## src/rtl/neander_agu.sv

```systemverilog
// neander_agu: index registers, bounded stack pointer and registered effective-address generation
module neander_agu #(
  parameter int DATA_W = 8,
  parameter int ADDR_W = 8,
  parameter int NUM_IDX = 2,
  parameter int SEL_W = NUM_IDX > 1 ? $clog2(NUM_IDX) : 1,
  parameter logic [ADDR_W-1:0] STACK_BASE = '1,
  parameter logic [ADDR_W-1:0] STACK_FLOOR = {1'b1, {(ADDR_W-1){1'b0}}}
) (
  input  logic              clk,
  input  logic              reset_n,
  input  logic              req_valid,
  output logic              req_ready,
  input  logic [2:0]        req_mode,
  input  logic [ADDR_W-1:0] req_base,
  input  logic [SEL_W-1:0]  req_sel,
  output logic              ea_valid,
  output logic [ADDR_W-1:0] ea,
  output logic              ea_wrap,
  input  logic              wr_en,
  input  logic [SEL_W-1:0]  wr_sel,
  input  logic [DATA_W-1:0] wr_data,
  input  logic              inc_en,
  input  logic [SEL_W-1:0]  inc_sel,
  input  logic              sp_load,
  input  logic [ADDR_W-1:0] sp_data,
  input  logic [SEL_W-1:0]  rd_sel,
  output logic [DATA_W-1:0] rd_data,
  output logic [ADDR_W-1:0] sp_value,
  output logic              stk_ovf,
  output logic              stk_unf,
  output logic              fault,
  input  logic              flag_clr
);
  typedef enum logic {IDLE, FAULT} state_t;
  state_t state, state_nxt;
  logic [DATA_W-1:0] idx [NUM_IDX];
  logic [ADDR_W-1:0] sp;
  logic accept, push, pop, push_f, pop_f, bad, go;
  logic [DATA_W-1:0] idx_cur, idx_dec;
  logic [ADDR_W-1:0] add_a, add_b;
  logic [ADDR_W:0] sum;
  // Request decode: one shared adder covers every mode; push/pop use a zero addend so their carry is 0
  always_comb begin
    accept = req_valid && req_ready;
    push = accept && req_mode == 3'b100;
    pop = accept && req_mode == 3'b101;
    push_f = push && sp == STACK_FLOOR;
    pop_f = pop && sp == STACK_BASE;
    bad = push_f || pop_f;
    go = accept && !bad;
    idx_cur = idx[req_sel];
    idx_dec = idx_cur - DATA_W'(1);
    add_a = push ? sp - ADDR_W'(1) : pop ? sp : req_base;
    add_b = (req_mode == 3'b001 || req_mode == 3'b010) ? ADDR_W'(idx_cur) :
            req_mode == 3'b011 ? ADDR_W'(idx_dec) :
            req_mode == 3'b110 ? sp : '0;
    sum = {1'b0, add_a} + {1'b0, add_b};
  end
  // State register
  always_ff @(posedge clk or negedge reset_n)
    if (!reset_n) state <= IDLE;
    else state <= state_nxt;
  // Next state: a new fault outranks a same-cycle flag_clr
  always_comb
    state_nxt = bad ? FAULT : (state == FAULT && flag_clr) ? IDLE : state;
  // Outputs decoded from state
  always_comb
    req_ready = state == IDLE;
  // Registered effective address, fault pulse and sticky flags
  always_ff @(posedge clk or negedge reset_n)
    if (!reset_n) begin
      ea <= '0;
      ea_valid <= 1'b0;
      ea_wrap <= 1'b0;
      fault <= 1'b0;
      stk_ovf <= 1'b0;
      stk_unf <= 1'b0;
    end else begin
      ea_valid <= go;
      fault <= bad;
      stk_ovf <= push_f || (stk_ovf && !flag_clr);
      stk_unf <= pop_f || (stk_unf && !flag_clr);
      if (go) begin
        ea <= sum[ADDR_W-1:0];
        ea_wrap <= sum[ADDR_W];
      end
    end
  // Stack pointer: explicit load beats push/pop movement
  always_ff @(posedge clk or negedge reset_n)
    if (!reset_n) sp <= STACK_BASE;
    else sp <= sp_load ? sp_data : (go && push) ? sp - ADDR_W'(1) : (go && pop) ? sp + ADDR_W'(1) : sp;
  // Index registers: explicit write > request side effect > explicit increment
  always_ff @(posedge clk or negedge reset_n)
    if (!reset_n) for (int i = 0; i < NUM_IDX; i++) idx[i] <= '0;
    else for (int i = 0; i < NUM_IDX; i++)
      idx[i] <= (wr_en && wr_sel == SEL_W'(i)) ? wr_data :
                (go && req_sel == SEL_W'(i) && req_mode == 3'b010) ? idx[i] + DATA_W'(1) :
                (go && req_sel == SEL_W'(i) && req_mode == 3'b011) ? idx[i] - DATA_W'(1) :
                (inc_en && inc_sel == SEL_W'(i)) ? idx[i] + DATA_W'(1) : idx[i];
  assign rd_data = idx[rd_sel];
  assign sp_value = sp;
endmodule

```

## config.mk

```make
export PLATFORM = sky130hd
export DESIGN_NAME = neander_agu
export DESIGN_NICKNAME = d
export VERILOG_FILES = /design/src/rtl/neander_agu.sv
export SDC_FILE = /design/constraint.sdc
export NUM_CORES = 1
export LEC_CHECK = 0
export CAP_MARGIN = 20
export CORE_MARGIN = 5
export CORE_UTILIZATION = 35
export CTS_BUF_LIST = sky130_fd_sc_hd__clkbuf_2
export DETAILED_ROUTE_END_ITERATION = 10
export HOLD_SLACK_MARGIN = 0.15
export PLACE_DENSITY_LB_ADDON = 0.08
export SYNTH_ARGS = -nofsm -noshare
export SYNTH_HDL_FRONTEND = slang
export SYNTH_SLANG_ARGS = --single-unit
```

## constraint.sdc

```tcl
create_clock -name clk -period 9.2 [get_ports clk]
set_clock_uncertainty 0.2 [all_clocks]
set_input_delay 2.76 -clock clk [delete_from_list [all_inputs] [get_ports clk]]
set_output_delay 2.76 -clock clk [all_outputs]
set_load 0.02 [all_outputs]
```

* After elaboration in Yosys (flattened, before gate mapping) *
Cells that the tools add are included.

word-level totals
  word-level logic and storage cells = 89
  input bits = 38
  register bits = 38
  output and inout bits = 30

cells by class
  magnitude comparators = 2
  bitwise logic cells = 6
  muxes and demuxes = 24
  eq/ne operators = 8
  $add $sub $neg = 8
  reductions and logical operators = 31

operator list
  cell                   count
  $mux W8                22
  $sub A8 B1 Y8 const B  4
  $add A8 B1 Y8 const B  3
  $logic_and A1 B1 Y1    21
  $eq A8 B8 Y1 const B   2
  $add A8 B8 Y9          1
  $eq A3 B3 Y1 const B   3
  $reduce_bool A4 Y1     2
  $eq A3 B2 Y1 const B   2
  $ge A2 B2 Y1 const B   2
  $logic_or A1 B1 Y1     4
  $not A1 Y1             4
  $not A1 Y2             2
  $eq A3 B1 Y1 const B   1
  $reduce_bool A3 Y1     1
  $logic_not A1 Y1       2
  $mux W1                2
  $reduce_bool A2 Y1     1

* Depth between registers and ports, before layout *
  depth in word-level cells = 12
  depth in mapped cells = 15

* Worst setup path before layout *
No wires, ideal clock.

  path kind = input to output
  start point = in rd_sel
  end point = out rd_data[2]
  slack = 2.773 ns
  buffers on the path = 1
  cell stages on the path = 2
  arrival = 3.467 ns
  path through = clkbuf_1 mux2_2

on the way
  cells in the longest elaborated chain, start to end = 4

RTL lines
  item                                        line  source
  start: declaration                          27    input logic [SEL_W-1:0] rd_sel,
  $not A1 Y2 (not written as such)            101   assign rd_data = idx[rd_sel];
  $mux W8 (not written as such) (3 in a row)  101
  end: declaration                            28    output logic [DATA_W-1:0] rd_data,

Every way passes these cells. The select of a mux whose other input is x is not followed.

* Worst setup path in the final report *
  start point = in rd_sel
  end point = out rd_data[6]

The elaborated chain is that of the path after synthesis.

==> qor.json <==
{
  "gpl.final_weighted_congestion": {"value": 0.8364},
  "vias": {"value": 3369},
  "grt_pass1_wl": {"value": 16560, "unit": "um"},
  "detailedRoute.firstPassIterationCount": {"value": 4},
  "report.final.hold_viol_count": {"value": 0},
  "worstHoldPathCells": {"value": 2},
  "critical_path.reg2reg.endpoint": {"value": "ea[6]$_DFFE_PN0N_"},
  "first_global_vias": {"value": 3222},
  "timing.slew.headroom": {"value": 0.3476},
  "worst-slew-pin-transition": {"value": 0.9756, "unit": "ns"},
  "post_drt_via_cell_ratio": {"value": 5.416},
  "hpwl": {"value": 7643, "unit": "um"},
  "cts-root-buf": {"value": "sky130_fd_sc_hd__clkbuf_2"},
  "timing.final.crit_period": {"value": 7.325, "unit": "ns"},
  "start_util": {"value": 0.3567},
  "area_growth_syn_to_fin": {"value": 21.20, "unit": "%"},
  "gr-usage-all-layers": {"value": 0.1753},
  "hold_buffers": {"value": 0},
  "io_buffer_count": {"value": 67},
  "max_rail_drop_vdd": {"value": 0.07738, "unit": "mV"},
  "total_leakage_power": {"value": 1.625, "unit": "nW"},
  "ioPinCount": {"value": 68},
  "cts-buffers-inserted": {"value": 5},
  "critical_path.reg2reg.startpoint": {"value": "idx[0]$_DFFE_PN0P_"},
  "category_of_the_worst_setup_path_launch_point": {"value": "input port"},
  "worstPathRequired": {"value": 6.24, "unit": "ns"},
  "clock_insertion_delay_worst_skew": {"value": 0.40, "unit": "ns"},
  "timing.hold.worst_endpoint": {"value": "ea[2]$_DFFE_PN0N_"},
  "total_standard_cell_area_after_synthesis": {"value": 0.003471, "unit": "mm2"},
  "timing.hold.worst.class": {"value": "reg -> reg"},
  "grt_overflow_total": {"value": 0},
  "synth-async-reset-ratio": {"value": 1.000},
  "clock_sink_count": {"value": 38},
  "maxClockFrequency": {"value": 0.1365, "unit": "GHz"},
  "synth.net_count": {"value": 502},
  "power-per-cell-area": {"value": 163.1, "unit": "mW/mm2"},
  "final_antenna_net_count": {"value": 0},
  "cts_post_setup_buffers_inserted": {"value": 0},
  "fin_tns_setup": {"value": 0, "unit": "ns"},
  "synth-main-ff-cell": {"value": "sky130_fd_sc_hd__dfrtp_1"},
  "synth_cells": {"value": 447},
  "critical_path_peak_fanout": {"value": 10},
  "die-height": {"value": 109.6, "unit": "um"},
  "worst-r2r-setup-slack": {"value": 5.71, "unit": "ns"},
  "yosys.area.top_type_share": {"value": 0.2163},
  "route.detailed.drc": {"value": 0},
  "finalCritPeriodShare": {"value": 0.7962},
  "num_rows": {"value": 36},
  "post_route_cells_drive_above_1_share": {"value": 0.08589},
  "reg2regPathDepth": {"value": 13},
  "drt-initial-drc-count": {"value": 123},
  "routed_wl": {"value": 10190, "unit": "um"},
  "total_of_flip_flops_plus_latches_after_synthesis": {"value": 38},
  "largest_cells_by_area_after_synthesis": {"value": "sky130_fd_sc_hd__dfrtp_1, sky130_fd_sc_hd__nand2_1, sky130_fd_sc_hd__dfstp_2, sky130_fd_sc_hd__ha_1, sky130_fd_sc_hd__o21ai_0"},
  "unrepaired_setup_endpoints_after_global_routing": {"value": "false"},
  "synth.yosys.warnings": {"value": 0},
  "power": {"value": 686.1, "unit": "uW"},
  "die-width": {"value": 109.6, "unit": "um"},
  "post_synth_edffs": {"value": 0},
  "finalNetCount": {"value": 543},
  "worst-setup-path-type": {"value": "in -> out"},
  "setup-violations-final": {"value": 0},
  "core_area": {"value": 0.009729, "unit": "mm2"},
  "report.final.slew_viol_count": {"value": 0},
  "synth.distinct_cells": {"value": 57},
  "synth_top_area_cell": {"value": "sky130_fd_sc_hd__dfrtp_1"},
  "antenna_cells": {"value": 0},
  "fp.dieArea": {"value": 0.01201, "unit": "mm2"},
  "initial_antenna_violation_count": {"value": 0},
  "status": {"value": "completed"},
  "min-delay-start": {"value": "ea[2]$_DFFE_PN0N_"},
  "endpoint_kind": {"value": "output port"},
  "clock_pin_slew_of_the_registers_on_the_worst_case_setup_and_hold_paths": {"value": 0.17, "unit": "ns"},
  "grt_start_max_net_pins": {"value": 39},
  "h_tree_depth": {"value": 2},
  "synth.yosys.seq_area_share": {"value": 0.2769},
  "avgSynthCellArea": {"value": 7.765, "unit": "um2"},
  "worst-endpoint-arrival": {"value": 4.37, "unit": "ns"},
  "layout.filler_cells": {"value": 1064},
  "cts-root-to-sink-buffers": {"value": 2},
  "timing.max_cap.violations": {"value": 0},
  "wire_per_inst": {"value": 16.38, "unit": "um"},
  "post_cts_resized": {"value": 0},
  "tritoncts": {"value": "built"}
}
-- layer usage --
layer,GRT usage,part of all wire,up-vias
li1,-,-,1687
met5,0,0,-
met4,0.04274,0.012,0
met2,0.3043,0.48,92
met3,0.03053,0.050,10
met1,0.2255,0.46,1580
-- logic make-up (layout without fill, tap and decap cells) --
| group | count (synthesis) | in the layout | synth area share |
|---|---|---|---|
| buffers and inverters | 53 | 95 | 0.06201 |
| muxes | 25 | 25 | 0.07715 |
| xor gates and xnor gates | 24 | 24 | 0.06056 |
| adders and majority gates | 17 | 17 | 0.06345 |
| AOI/OAI and AO/OA | 118 | 118 | 0.2087 |
| and+or+nand+nor | 172 | 172 | 0.2513 |
| DFF | 38 | 38 | 0.2769 |
-- placed cells by master, fill, tap and decap left out, types with 3 or more instances in the layout --
master / instances
sky130_fd_sc_hd__o2111ai_1: 3
sky130_fd_sc_hd__nand2b_1: 5
sky130_fd_sc_hd__nand4_1: 5
sky130_fd_sc_hd__nor2_1: 30
sky130_fd_sc_hd__nor3b_1: 6
sky130_fd_sc_hd__o21ai_0: 37
sky130_fd_sc_hd__nor3_1: 14
sky130_fd_sc_hd__o32ai_1: 5
sky130_fd_sc_hd__nor4_1: 4
sky130_fd_sc_hd__and3_1: 6
sky130_fd_sc_hd__nand2_1: 57
sky130_fd_sc_hd__xor2_1: 8
sky130_fd_sc_hd__clkbuf_2: 8
sky130_fd_sc_hd__o21bai_1: 3
sky130_fd_sc_hd__mux2i_1: 11
sky130_fd_sc_hd__a21oi_2: 4
sky130_fd_sc_hd__inv_1: 19
sky130_fd_sc_hd__a31oi_1: 5
sky130_fd_sc_hd__o211ai_1: 6
sky130_fd_sc_hd__a21oi_1: 26
sky130_fd_sc_hd__dfrtp_1: 30
sky130_fd_sc_hd__o22ai_1: 13
sky130_fd_sc_hd__ha_1: 16
sky130_fd_sc_hd__nor2b_1: 4
sky130_fd_sc_hd__clkdlybuf4s50_1: 66
sky130_fd_sc_hd__mux2_2: 14
sky130_fd_sc_hd__nand3_1: 23
sky130_fd_sc_hd__dfstp_2: 8
sky130_fd_sc_hd__xnor2_1: 16
-- synth_stat cells (5+ instances only) --
master	instances
sky130_fd_sc_hd__inv_1	19
sky130_fd_sc_hd__nand2_1	57
sky130_fd_sc_hd__buf_2	7
sky130_fd_sc_hd__o211ai_1	6
sky130_fd_sc_hd__ha_1	16
sky130_fd_sc_hd__buf_1	5
sky130_fd_sc_hd__mux2_2	14
sky130_fd_sc_hd__mux2i_1	11
sky130_fd_sc_hd__xnor2_1	16
sky130_fd_sc_hd__nor2_1	30
sky130_fd_sc_hd__o21ai_0	37
sky130_fd_sc_hd__clkbuf_1	21
sky130_fd_sc_hd__nand4_1	5
sky130_fd_sc_hd__dfrtp_1	30
sky130_fd_sc_hd__nor3_1	14
sky130_fd_sc_hd__and3_1	6
sky130_fd_sc_hd__a31oi_1	5
sky130_fd_sc_hd__o22ai_1	13
sky130_fd_sc_hd__o32ai_1	5
sky130_fd_sc_hd__a21oi_1	26
sky130_fd_sc_hd__nand2b_1	5
sky130_fd_sc_hd__nor3b_1	6
sky130_fd_sc_hd__dfstp_2	8
sky130_fd_sc_hd__xor2_1	8
sky130_fd_sc_hd__nand3_1	23
-- worst max-delay path, cell delays in order --
cell and delay (ns):
sky130_fd_sc_hd__clkdlybuf4s50_1 0.68, sky130_fd_sc_hd__mux2_2 0.38, sky130_fd_sc_hd__clkdlybuf4s50_1 0.55
-- layout make-up --
class                      count  area [um2]  area share
clock buffer                   8       40.04    0.009518
inverter                      19       71.32     0.01695
multi-input combinational    356        2295      0.5455
sequential                    38       960.9      0.2284
tap                          133       166.4     0.03956
timing repair buffer          68       673.1      0.1600
-- flip-flops by register name, indices dropped and copies added (netlist names) --
signal / count
state: 1
ea_wrap: 1
ea: 8
stk_ovf: 1
sp_value: 8
fault: 1
idx: 16
ea_valid: 1
stk_unf: 1
-- worst max-delay path by stage --
stage                 from    endpoint  slack, ns  depth (start not counted)
global route        rd_sel  rd_data[6]       1.82                          3
floorplan           rd_sel  rd_data[2]       2.77                          2
global placement    rd_sel  rd_data[5]       1.92                          3
detailed placement  rd_sel  rd_data[6]       1.88                          3
finish              rd_sel  rd_data[6]       1.87                          3
CTS                 rd_sel  rd_data[6]       1.87                          3
-- where the power goes --
part / total (mW) / switching [mW] / leakage (nW) / internal, mW
Sequential: 0.272 / 0.0671 / 0.452 / 0.205
Combinational: 0.333 / 0.173 / 1.14 / 0.160
Clock: 0.0808 / 0.0583 / 0.0332 / 0.0224
-- metrics by stage --
| step | util | worst slack [ns] | cell area, um2 | hold slack, ns | std cells |
|---|---|---|---|---|---|
| after floorplan | - | 2.773 | 3471 | 0.3386 | 447 |
| after global placement | 0.4275 | 1.918 | 4159 | 0.2610 | 613 |
| after detailed placement | 0.4275 | 1.879 | 4159 | 0.2693 | 613 |
| after CTS | 0.4316 | 1.873 | 4199 | 0.3121 | 621 |
| after global routing | 0.4324 | 1.820 | 4207 | 0.3419 | 622 |
| final | 0.4324 | 1.875 | 4207 | 0.3009 | 622 |
Note: power is estimated with default switching activity, not from simulation.
